--- src/rtl/fb_pkg.sv ---
// Shared constants and types for the framebuffer line reader.
// Defaults describe a 640x480 8-bit framebuffer.
package fb_pkg;

    localparam int ADDR_W = 25;
    localparam int PIX_W  = 8;

    localparam logic [ADDR_W-1:0] FB_BASE_DEF = 25'd0;
    localparam int LINE_WIDTH_DEF = 640;
    localparam int LINE_COUNT_DEF = 480;
    localparam int FIFO_DEPTH_DEF = 16;
    localparam int RD_SETTLE_DEF  = 2;

    typedef enum logic [1:0] {
        S_IDLE,
        S_ISSUE,
        S_SETTLE,
        S_WAIT
    } state_t;

    typedef struct packed {
        logic             last;
        logic [PIX_W-1:0] data;
    } pix_t;

    localparam int PIX_T_W = $bits(pix_t);

endpackage

--- src/rtl/fb_line_reader_if.sv ---
// SDRAM read channel plus pixel stream of the line reader.
// master = reader side, slave = controller/consumer side.
interface fb_line_reader_if;
    import fb_pkg::*;

    logic [ADDR_W-1:0] ch_addr;
    logic              ch_rd;
    logic [PIX_W-1:0]  ch_dout;
    logic              ch_busy;
    logic [PIX_W-1:0]  pix_data;
    logic              pix_last;
    logic              pix_valid;
    logic              pix_ready;

    modport master (
        output ch_addr, ch_rd,
        input  ch_dout, ch_busy,
        output pix_data, pix_last, pix_valid,
        input  pix_ready
    );

    modport slave (
        input  ch_addr, ch_rd,
        output ch_dout, ch_busy,
        input  pix_data, pix_last, pix_valid,
        output pix_ready
    );

endinterface

--- src/rtl/fb_line_reader_fifo.sv ---
// Synchronous FIFO with registered head, sync flush and occupancy count.
// Simultaneous push/pop is honoured at any fill level.
module sync_fifo #(
    parameter int WIDTH = 9,
    parameter int DEPTH = 16
) (
    input  logic                       clk_sys,
    input  logic                       reset,
    input  logic                       flush,
    input  logic                       push,
    input  logic [WIDTH-1:0]           din,
    input  logic                       pop,
    output logic [WIDTH-1:0]           dout,
    output logic [$clog2(DEPTH+1)-1:0] count,
    output logic                       full
);
    localparam int AW = $clog2(DEPTH);
    localparam int CW = $clog2(DEPTH + 1);

    logic [WIDTH-1:0] mem [DEPTH];
    logic [AW-1:0]    wr_ptr;
    logic [AW-1:0]    rd_ptr;
    logic [AW-1:0]    rd_nxt;
    logic [CW-1:0]    cnt_nxt;
    logic             empty;
    logic             push_ok;
    logic             pop_ok;

    assign empty   = count == '0;
    assign full    = count == CW'(DEPTH);
    assign pop_ok  = pop && !empty;
    assign push_ok = push && (!full || pop_ok);
    assign rd_nxt  = rd_ptr + AW'(pop_ok);

    always_comb begin
        cnt_nxt = count;
        unique case ({push_ok, pop_ok})
            2'b10:   cnt_nxt = count + 1'b1;
            2'b01:   cnt_nxt = count - 1'b1;
            default: cnt_nxt = count;
        endcase
    end

    always_ff @(posedge clk_sys) begin
        if (push_ok && !flush) mem[wr_ptr] <= din;
    end

    always_ff @(posedge clk_sys) begin
        if (reset || flush) begin
            wr_ptr <= '0;
            rd_ptr <= '0;
            count  <= '0;
        end else begin
            if (push_ok) wr_ptr <= wr_ptr + 1'b1;
            rd_ptr <= rd_nxt;
            count  <= cnt_nxt;
        end
    end

    // Next head bypasses memory when the incoming word becomes the head.
    always_ff @(posedge clk_sys) begin
        if (reset) begin
            dout <= '0;
        end else if (!flush && cnt_nxt != '0) begin
            dout <= (push_ok && rd_nxt == wr_ptr) ? din : mem[rd_nxt];
        end
    end

endmodule

--- src/rtl/fb_line_reader.sv ---
// Raster-order pixel fetcher: one outstanding SDRAM byte read at a time,
// results buffered in a FIFO and presented as a valid/ready stream.
module fb_line_reader
    import fb_pkg::*;
#(
    parameter logic [ADDR_W-1:0] FB_BASE    = FB_BASE_DEF,
    parameter int                LINE_WIDTH = LINE_WIDTH_DEF,
    parameter int                LINE_COUNT = LINE_COUNT_DEF,
    parameter int                FIFO_DEPTH = FIFO_DEPTH_DEF,
    parameter int                RD_SETTLE  = RD_SETTLE_DEF
) (
    input  logic             clk_sys,
    input  logic             reset,
    input  logic             frame_start,
    fb_line_reader_if.master bus,
    output logic             frame_done,
    output logic             busy
);
    localparam int XW = $clog2(LINE_WIDTH + 1);
    localparam int YW = $clog2(LINE_COUNT + 1);
    localparam int SW = $clog2(RD_SETTLE + 1);
    localparam int CW = $clog2(FIFO_DEPTH + 1);

    state_t            state;
    state_t            state_nxt;
    logic [XW-1:0]     x;
    logic [YW-1:0]     y;
    logic [SW-1:0]     settle_cnt;
    logic [ADDR_W-1:0] addr;
    logic              discard;
    logic              x_last;
    logic              y_last;
    logic              issue_ok;
    logic              rd_done;
    logic              capture;
    logic              rewind;
    logic              fifo_push;
    logic              fifo_flush;
    logic              fifo_full;
    logic [CW-1:0]     fifo_count;
    pix_t              fifo_din;
    pix_t              fifo_dout;

    assign x_last   = x == XW'(LINE_WIDTH - 1);
    assign y_last   = y == YW'(LINE_COUNT - 1);
    assign issue_ok = state == S_ISSUE && !fifo_full
                   && !bus.ch_busy && !frame_start;
    assign rd_done  = state == S_WAIT && !bus.ch_busy;
    assign capture  = rd_done && !discard && !frame_start;
    // In-flight reads keep ch_addr until they land; only then rewind.
    assign rewind   = (frame_start && (state == S_IDLE || state == S_ISSUE))
                   || (rd_done && !capture);

    always_ff @(posedge clk_sys) begin
        if (reset) state <= S_IDLE;
        else       state <= state_nxt;
    end

    always_comb begin
        state_nxt = state;
        unique case (state)
            S_IDLE:   if (frame_start) state_nxt = S_ISSUE;
            S_ISSUE:  if (issue_ok) state_nxt = S_SETTLE;
            S_SETTLE: if (settle_cnt == SW'(RD_SETTLE - 1)) state_nxt = S_WAIT;
            S_WAIT: begin
                if (rd_done) begin
                    state_nxt = (capture && x_last && y_last) ? S_IDLE : S_ISSUE;
                end
            end
            default:  state_nxt = S_IDLE;
        endcase
    end

    always_comb begin
        bus.ch_rd  = issue_ok;
        fifo_push  = capture;
        fifo_flush = frame_start;
        busy       = state != S_IDLE;
    end

    always_ff @(posedge clk_sys) begin
        if (reset) begin
            x          <= '0;
            y          <= '0;
            addr       <= FB_BASE;
            settle_cnt <= '0;
            discard    <= 1'b0;
            frame_done <= 1'b0;
        end else begin
            frame_done <= capture && x_last && y_last;
            settle_cnt <= (state == S_SETTLE) ? settle_cnt + 1'b1 : '0;
            if (frame_start && (state == S_SETTLE || (state == S_WAIT && bus.ch_busy)))
                discard <= 1'b1;
            else if (rd_done)
                discard <= 1'b0;
            if (rewind) begin
                x    <= '0;
                y    <= '0;
                addr <= FB_BASE;
            end else if (capture) begin
                x    <= x_last ? '0 : x + 1'b1;
                addr <= (x_last && y_last) ? FB_BASE : addr + 1'b1;
                if (x_last) y <= y_last ? '0 : y + 1'b1;
            end
        end
    end

    assign fifo_din      = '{last: x_last, data: bus.ch_dout};
    assign bus.ch_addr   = addr;
    assign bus.pix_data  = fifo_dout.data;
    assign bus.pix_last  = fifo_dout.last;
    assign bus.pix_valid = fifo_count != '0;

    sync_fifo #(
        .WIDTH(PIX_T_W),
        .DEPTH(FIFO_DEPTH)
    ) u_fifo (
        .clk_sys(clk_sys),
        .reset  (reset),
        .flush  (fifo_flush),
        .push   (fifo_push),
        .din    (fifo_din),
        .pop    (bus.pix_ready),
        .dout   (fifo_dout),
        .count  (fifo_count),
        .full   (fifo_full)
    );

endmodule

--- src/flat_wrapper.sv ---
// flat-port wrapper written by rule: the top's interface ports become plain ports
module fb_line_reader_flat import fb_pkg::*;
#(
    parameter logic [ADDR_W-1:0] FB_BASE    = FB_BASE_DEF,
    parameter int                LINE_WIDTH = LINE_WIDTH_DEF,
    parameter int                LINE_COUNT = LINE_COUNT_DEF,
    parameter int                FIFO_DEPTH = FIFO_DEPTH_DEF,
    parameter int                RD_SETTLE  = RD_SETTLE_DEF
)
  (clk_sys, reset, frame_start, frame_done, busy, bus_ch_addr, bus_ch_rd, bus_ch_dout, bus_ch_busy, bus_pix_data, bus_pix_last, bus_pix_valid, bus_pix_ready);
  fb_line_reader_if bus_i ();
  input  logic clk_sys;
  input  logic reset;
  input  logic frame_start;
  output logic frame_done;
  output logic busy;
  output wire logic [$bits(bus_i.ch_addr)-1:0] bus_ch_addr;
  output wire logic [$bits(bus_i.ch_rd)-1:0] bus_ch_rd;
  input wire logic [$bits(bus_i.ch_dout)-1:0] bus_ch_dout;
  input wire logic [$bits(bus_i.ch_busy)-1:0] bus_ch_busy;
  output wire logic [$bits(bus_i.pix_data)-1:0] bus_pix_data;
  output wire logic [$bits(bus_i.pix_last)-1:0] bus_pix_last;
  output wire logic [$bits(bus_i.pix_valid)-1:0] bus_pix_valid;
  input wire logic [$bits(bus_i.pix_ready)-1:0] bus_pix_ready;
  assign bus_ch_addr = bus_i.ch_addr;
  assign bus_ch_rd = bus_i.ch_rd;
  assign bus_i.ch_dout = bus_ch_dout;
  assign bus_i.ch_busy = bus_ch_busy;
  assign bus_pix_data = bus_i.pix_data;
  assign bus_pix_last = bus_i.pix_last;
  assign bus_pix_valid = bus_i.pix_valid;
  assign bus_i.pix_ready = bus_pix_ready;
  fb_line_reader #(.FB_BASE(FB_BASE), .LINE_WIDTH(LINE_WIDTH), .LINE_COUNT(LINE_COUNT), .FIFO_DEPTH(FIFO_DEPTH), .RD_SETTLE(RD_SETTLE)) u_core (.clk_sys(clk_sys), .reset(reset), .frame_start(frame_start), .bus(bus_i), .frame_done(frame_done), .busy(busy));
endmodule
--- config.mk ---
export PLATFORM = sky130hd
export DESIGN_NAME = fb_line_reader_flat
export DESIGN_NICKNAME = d
export VERILOG_FILES = /design/src/rtl/fb_pkg.sv /design/src/rtl/fb_line_reader_if.sv /design/src/rtl/fb_line_reader_fifo.sv /design/src/rtl/fb_line_reader.sv /design/src/flat_wrapper.sv
export SDC_FILE = /design/constraint.sdc
export NUM_CORES = 1
export LEC_CHECK = 0
export ABC_AREA = 1
export BUFFER_PORTS_ARGS = -buffer_cell sky130_fd_sc_hd__buf_4
export CELL_PAD_IN_SITES_DETAIL_PLACEMENT = 1
export CELL_PAD_IN_SITES_GLOBAL_PLACEMENT = 1
export CORE_MARGIN = 1.5
export CORE_UTILIZATION = 45
export CTS_CLUSTER_DIAMETER = 150
export DETAILED_ROUTE_END_ITERATION = 10
export GPL_TIMING_DRIVEN = 1
export PLACE_DENSITY = 0.88
export RECOVER_POWER = 25
export SYNTH_ARGS = -nofsm -noshare
export SYNTH_HDL_FRONTEND = slang
export SYNTH_HIERARCHICAL = 1
export SYNTH_SLANG_ARGS = --single-unit
--- constraint.sdc ---
create_clock -name clk_sys -period 5.3 [get_ports clk_sys]
set_input_delay 1.325 -clock clk_sys [delete_from_list [all_inputs] [get_ports clk_sys]]
set_output_delay 1.325 -clock clk_sys [all_outputs]
set_load 0.005 [all_outputs]
* After elaboration in Yosys (flattened, before gate mapping)
Memory sizes are Yosys's and may differ from the RTL's. A register that Yosys moved wholly into a read port is not among the register bits. Index checks and enable logic that the tools add are counted.
Word-level totals: bits in registers 63, memory bits (writable) 144, input port bits 13, logic and storage cells 85, memories kept 1
Memory list:
- u_core.u_fifo.mem | words 16, width 9, read ports 1, clocked after Yosys merged registers in 1, write ports 1, line fb_line_reader_fifo.sv:20 | logic [WIDTH-1:0] mem [DEPTH];
Cells by class: add/subtract/negate cells 8, eq/ne operators 13, multiplexer cells 14, bitwise operators 1, reductions and logical operators 38
Operators with widths (number):
- $add A25 B1 Y25 const B | 1
- $mux W25 | 1
- $logic_and A1 B1 Y1 | 17
- $add A10 B1 Y10 const B | 1
- $eq A10 B10 Y1 const B | 1
- $mux W10 | 1
- $pmux W5 S2 | 1
- $reduce_bool A5 Y1 | 2
- $add A9 B1 Y9 const B | 1
- $eq A9 B9 Y1 const B | 1
- $mux W9 | 1
- $mux W2 | 4
- $pmux W2 S4 | 1
- $eq A2 B1 Y1 const B | 3
- $eq A2 B2 Y1 const B | 3
- $logic_not A1 Y1 | 6
- $add A5 B1 Y5 const B | 1
- $eq A5 B5 Y1 const B | 1
- $logic_not A5 Y1 | 1
- $logic_or A1 B1 Y1 | 5
- $mux W1 | 5
- $sub A5 B1 Y5 const B | 1
- $add A4 B1 Y4 | 1
- $add A4 B1 Y4 const B | 1
- 9 further kinds | 13

* Longest topological paths before layout
depth after elaboration 9, mapped depth 20, depth with buffers taken out 19

* Modules after synthesis
Netlist, hierarchy kept.
Modules (own cells, without submodules):
- sync_fifo | times used 1, cells each 673, area an instance 7180.6 um2, sequential area each 4764.6 um2
- fb_line_reader | times used 1, cells each 392, area an instance 2650.0 um2, sequential area each 1001.0 um2

* Worst setup path before layout
OpenSTA, ideal clock, no wires.
path type input-to-reg, start input frame_start, end register u_core.u_fifo.dout[0], read port of u_core.u_fifo.mem, library setup time 0.115 ns, arrival time 3.461 ns, path slack 1.724 ns, stages on the path 18, buffers on the path 1, path through inv_1 nand2_1 nor2_8 inv_1 nand3_2 inv_1 fa_1 nand2_1 inv_1 o21ai_0 nand3_1 nand2_1 nand3_1 nand2_1 nand3_4 buf_4 a21oi_1 nor2_1
On the way: word-level cells in the longest chain between the ends 7
RTL lines:
- from (decl) | line flat_wrapper.sv:14 | input logic frame_start;
- $logic_not A1 Y1 (*) | line fb_line_reader.sv:49 | assign capture = rd_done && !discard && !frame_start;
- $logic_and A1 B1 Y1 (*) | line fb_line_reader.sv:49
- named net u_core.capture | line fb_line_reader.sv:35 | logic capture;
- $logic_and A1 B1 Y1 (*) | line fb_line_reader_fifo.sv:32 | assign push_ok = push && (!full || pop_ok);
- $eq A2 B1 Y1 / $eq A2 B2 Y1 (equally long branches) | line fb_line_reader_fifo.sv:37 | unique case ({push_ok, pop_ok})
- $pmux W5 S2 (*) | line fb_line_reader_fifo.sv:37
- $reduce_bool A5 Y1 (*) | line fb_line_reader_fifo.sv:64 | end else if (!flush && cnt_nxt != '0) begin
- $logic_and A1 B1 Y1 (*) | line fb_line_reader_fifo.sv:64
- to (decl) | line fb_line_reader_fifo.sv:13 | output logic [WIDTH-1:0] dout,
Mark *: on every way through the listed nets, which the timed path passes. The rest lies on a longest branch. A chain may end at the register's enable or synchronous reset.

* Worst setup path after layout
start input bus_pix_ready, end register u_core.u_fifo.dout[4], read port of u_core.u_fifo.mem
RTL lines:
- from (decl) | line flat_wrapper.sv:24 | input wire logic [$bits(bus_i.pix_ready)-1:0] bus_pix_ready;
- $logic_and A1 B1 Y1 | line fb_line_reader_fifo.sv:31 | assign pop_ok = pop && !empty;
- $add A4 B1 Y4 | line fb_line_reader_fifo.sv:33 | assign rd_nxt = rd_ptr + AW'(pop_ok);
- named net u_core.u_fifo.rd_nxt[1] | line fb_line_reader_fifo.sv:23 | logic [AW-1:0] rd_nxt;
The timed path passes the listed nets, and every way through them passes these cells.

==> impl_metrics.tcl <==
set metrics [dict create \
    grt_pass1_wl_mm 42.9 \
    synth.net_count 1097 \
    syn_to_final_growth_pct 14.3 \
    drv_cap 0 \
    async_reset_ff_share_pct 0 \
    min_period_ns 3.86 \
    place_area_um2 10400 \
    h-tree-depth 1 \
    postCtsSetupRepairBufs 0 \
    drc 0 \
    final_core_util_pct 52.9 \
    antenna_found_initial 0 \
    yosysMostFrequentCell "nor2_1" \
    cts.hold.buffers_added 0 \
    die_h_um 151 \
    num_rows 53 \
    cts-resized-gates 0 \
    min_path_type "flop to flop" \
    power.internal_w 0.00294 \
    r2r_start "u_core/u_fifo/count[0]" \
    clkTransAtPathRegs_ns 0.06 \
    cellPowerDensity_nw_per_um2 336 \
    ys_types 45 \
    drt-total-wl_mm 26.8 \
    slew_viol_final 0 \
    synth_area_leader_cell "edfxtp_1" \
    io_buffers 50 \
    grt_max_degree 75 \
    power.share.sequential_pct 48.2 \
    clock_skew_ns 0.0252 \
    vias_per_cell 5.56 \
    synthFlopType "edfxtp_1" \
    hold_depth 1 \
    required_ns 5.75 \
    numCtsBuffers 24 \
    dp_hpwl_mm 17.3 \
    leakage_nw 4.20 \
    synth_top_area_share_pct 44.0 \
    synth_area_leaders "edfxtp_1 (44%), dfxtp_1 (15%), nor2_1 (9.2%)" \
    fmax_mhz 259 \
    yosysWarnings 6 \
    path_class "input port to flop" \
    dr.pass1.iters 4 \
    initial_utilization_pct 46.3 \
    setup_viol 0 \
    post-route-period-util_pct 72.8 \
    dp_slack_ns 1.05 \
    insertion_delay_ns 0.53 \
    cts_tree "built" \
    switching_share_pct 22.0 \
    rrSetupSlack_ns 1.69 \
    holdPathEnd "u_core/settle_cnt[0]" \
    netlist_area_um2 9830 \
    combPwrFrac_pct 5.7 \
    drive_above_1_share_pct 10.8 \
    worstPathArrival_ns 4.31 \
    design_area_um2 11200 \
    tritoncts_num_sinks 216 \
    core_area_um2 21200 \
    die_x_um 151 \
    n_antenna_cell 0 \
    drt_iter0_markers 516 \
    synth_seq_area_share_pct 58.6 \
    endpoint_kind "flop" \
    r2r_cells 18 \
    postSynthAreaPerCell_um2 9.23 \
    outcome "finished clean" \
    wl_per_cell_um 19.0 \
    overflow 0 \
    ys_seq_elements 216 \
    ant_nets 0 \
    clkPwrFrac_pct 46.1 \
    rsz0062_at_grt "no" \
    gp_congestion 0.793 \
    synth-edff-count 144 \
    grt_use_total_pct 24.1 \
    min_from "u_core/settle_cnt[0]" \
    worst_slack_ns 1.44 \
    dieArea_um2 22700 \
    cts_buffer_depth 3 \
    syn_inst 1065 \
    slew_headroom_pct 18.2 \
    ios 51 \
    cts-root-buf "clkbuf_16" \
    nets 1148 \
    p_switching_w 0.000830 \
    rr_endpoint "u_core/u_fifo/dout[4]" \
    vdd_ir_drop_max_v 0.000229 \
    hold_ws_ns 0.440 \
    crit_fanout 45 \
    tightest_slew_ns 1.22 \
    hold_viol 0 \
    synthTopCellsByCount "nor2_1 (241), nand2_1 (166), edfxtp_1 (144), nand3_1 (90), inv_1 (73)" \
    num_vias 7837 \
    grt_pass1_vias 8307 \
    startpoint_type "input port" \
    setup-tns-final_ns 0 \
]
[placed cells by master (no fill, tap or decap), types with 2 or more instances in the layout]
cell / netlist / layout
a211oi_1: 4 / 4
a211oi_2: 2 / 2
a21oi_1: 37 / 37
a31oi_1: 2 / 2
buf_4: 5 / 50
bufinv_16: 0 / 5
clkbuf_1: 14 / 13
clkbuf_16: 0 / 24
clkinv_1: 3 / 9
clkinv_2: 0 / 4
dfxtp_1: 72 / 72
edfxtp_1: 144 / 144
ha_1: 18 / 17
inv_1: 73 / 73
inv_2: 5 / 5
nand2_1: 166 / 166
nand2_2: 5 / 5
nand3_1: 90 / 90
nand3_2: 7 / 7
nand3_4: 2 / 2
nand4_1: 7 / 7
nor2_1: 241 / 241
nor2_2: 5 / 5
nor2_4: 4 / 4
nor3_1: 25 / 25
nor3b_1: 6 / 6
o211ai_1: 10 / 10
o21ai_0: 69 / 69
o21ai_1: 11 / 11
or2_2: 2 / 2
xnor2_1: 4 / 4
xor2_1: 4 / 4
[critical path: stages]
cell	delay, ns
buf_4	0.13
nand2_2	0.10
inv_1	0.05
ha_2	0.17
ha_1	0.27
buf_4	0.36
inv_2	0.45
nand2_1	0.18
nand4_1	0.10
nor2_1	0.19
and2_1	0.38
nand3_1	0.13
nand2_1	0.11
inv_1	0.04
nand3_1	0.07
nand2_1	0.09
nor2_1	0.12
[per-layer routing]
metal,share of wire [%],global-route usage [%],routed length [um],up-vias
met2,53,44.2,14100,160
met5,0,0,0,-
li1,-,-,-,3681
met4,3.2,8.98,867,0
met1,41,29.3,10900,3936
met3,3.3,2.38,880,60
[power groups by stage]
| stage | Combinational, W | Clock [W] | Sequential (W) |
|---|---|---|---|
| finish | 0.000214 | 0.00174 | 0.00182 |
| global route | 0.000238 | 0.00182 | 0.00182 |
| CTS | 0.000220 | 0.00176 | 0.00182 |
| detailed placement | 0.000215 | 0 | 0.00185 |
| global placement | 0.000200 | 0 | 0.00185 |
| floorplan | 0.000132 | 0 | 0.00185 |
[stage by stage]
stage / total power, W / instances
global route: 0.00388 / 1409
global placement: 0.00205 / 1365
floorplan: 0.00198 / 1065
CTS: 0.00380 / 1409
finish: 0.00377 / 1409
detailed placement: 0.00207 / 1365
[kinds of logic after synthesis]
logic type	after synthesis	share of synthesized area, %
and+or+nand+nor	568	25.4
AOI/OAI and AO/OA	138	7.65
DFF	216	58.6
adders and majority gates	19	2.49
xor gates and xnor gates	9	0.878
buffers and inverters	115	4.89
[final cells by class]
cell class	instances	area (um^2)
Clock buffer	28	616
Clock inverter	16	209
Fill cell	2458	9990
Inverter	81	304
Multi-Input combinational cell	734	3590
Sequential cell	216	5770
Tap cell	275	344
Timing Repair Buffer	59	409
[registers in the layout (all words and copies together), names as in the netlist, 4 cells and up]
register              flops
u_core/u_fifo/dout        9
u_core/x                 10
u_core/y                  9
u_core/u_fifo/wr_ptr      4
u_core/u_fifo/mem       144
u_core/u_fifo/rd_ptr      4
u_core/bus.ch_addr       25
u_core/u_fifo/count       5
[how the worst max path moves through the flow]
stage / endpoint / start / slack (ns)
global placement: u_core/u_fifo/dout[2] / bus_pix_ready / 1.19
finish: u_core/u_fifo/dout[4] / bus_pix_ready / 1.44
detailed placement: u_core/u_fifo/dout[8] / bus_pix_ready / 1.05
floorplan: u_core/u_fifo/dout[0] / frame_start / 1.72
global route: u_core/u_fifo/dout[4] / bus_pix_ready / 1.25
CTS: u_core/u_fifo/dout[4] / bus_pix_ready / 1.48
No activity file was read; power rests on OpenSTA's default activity.
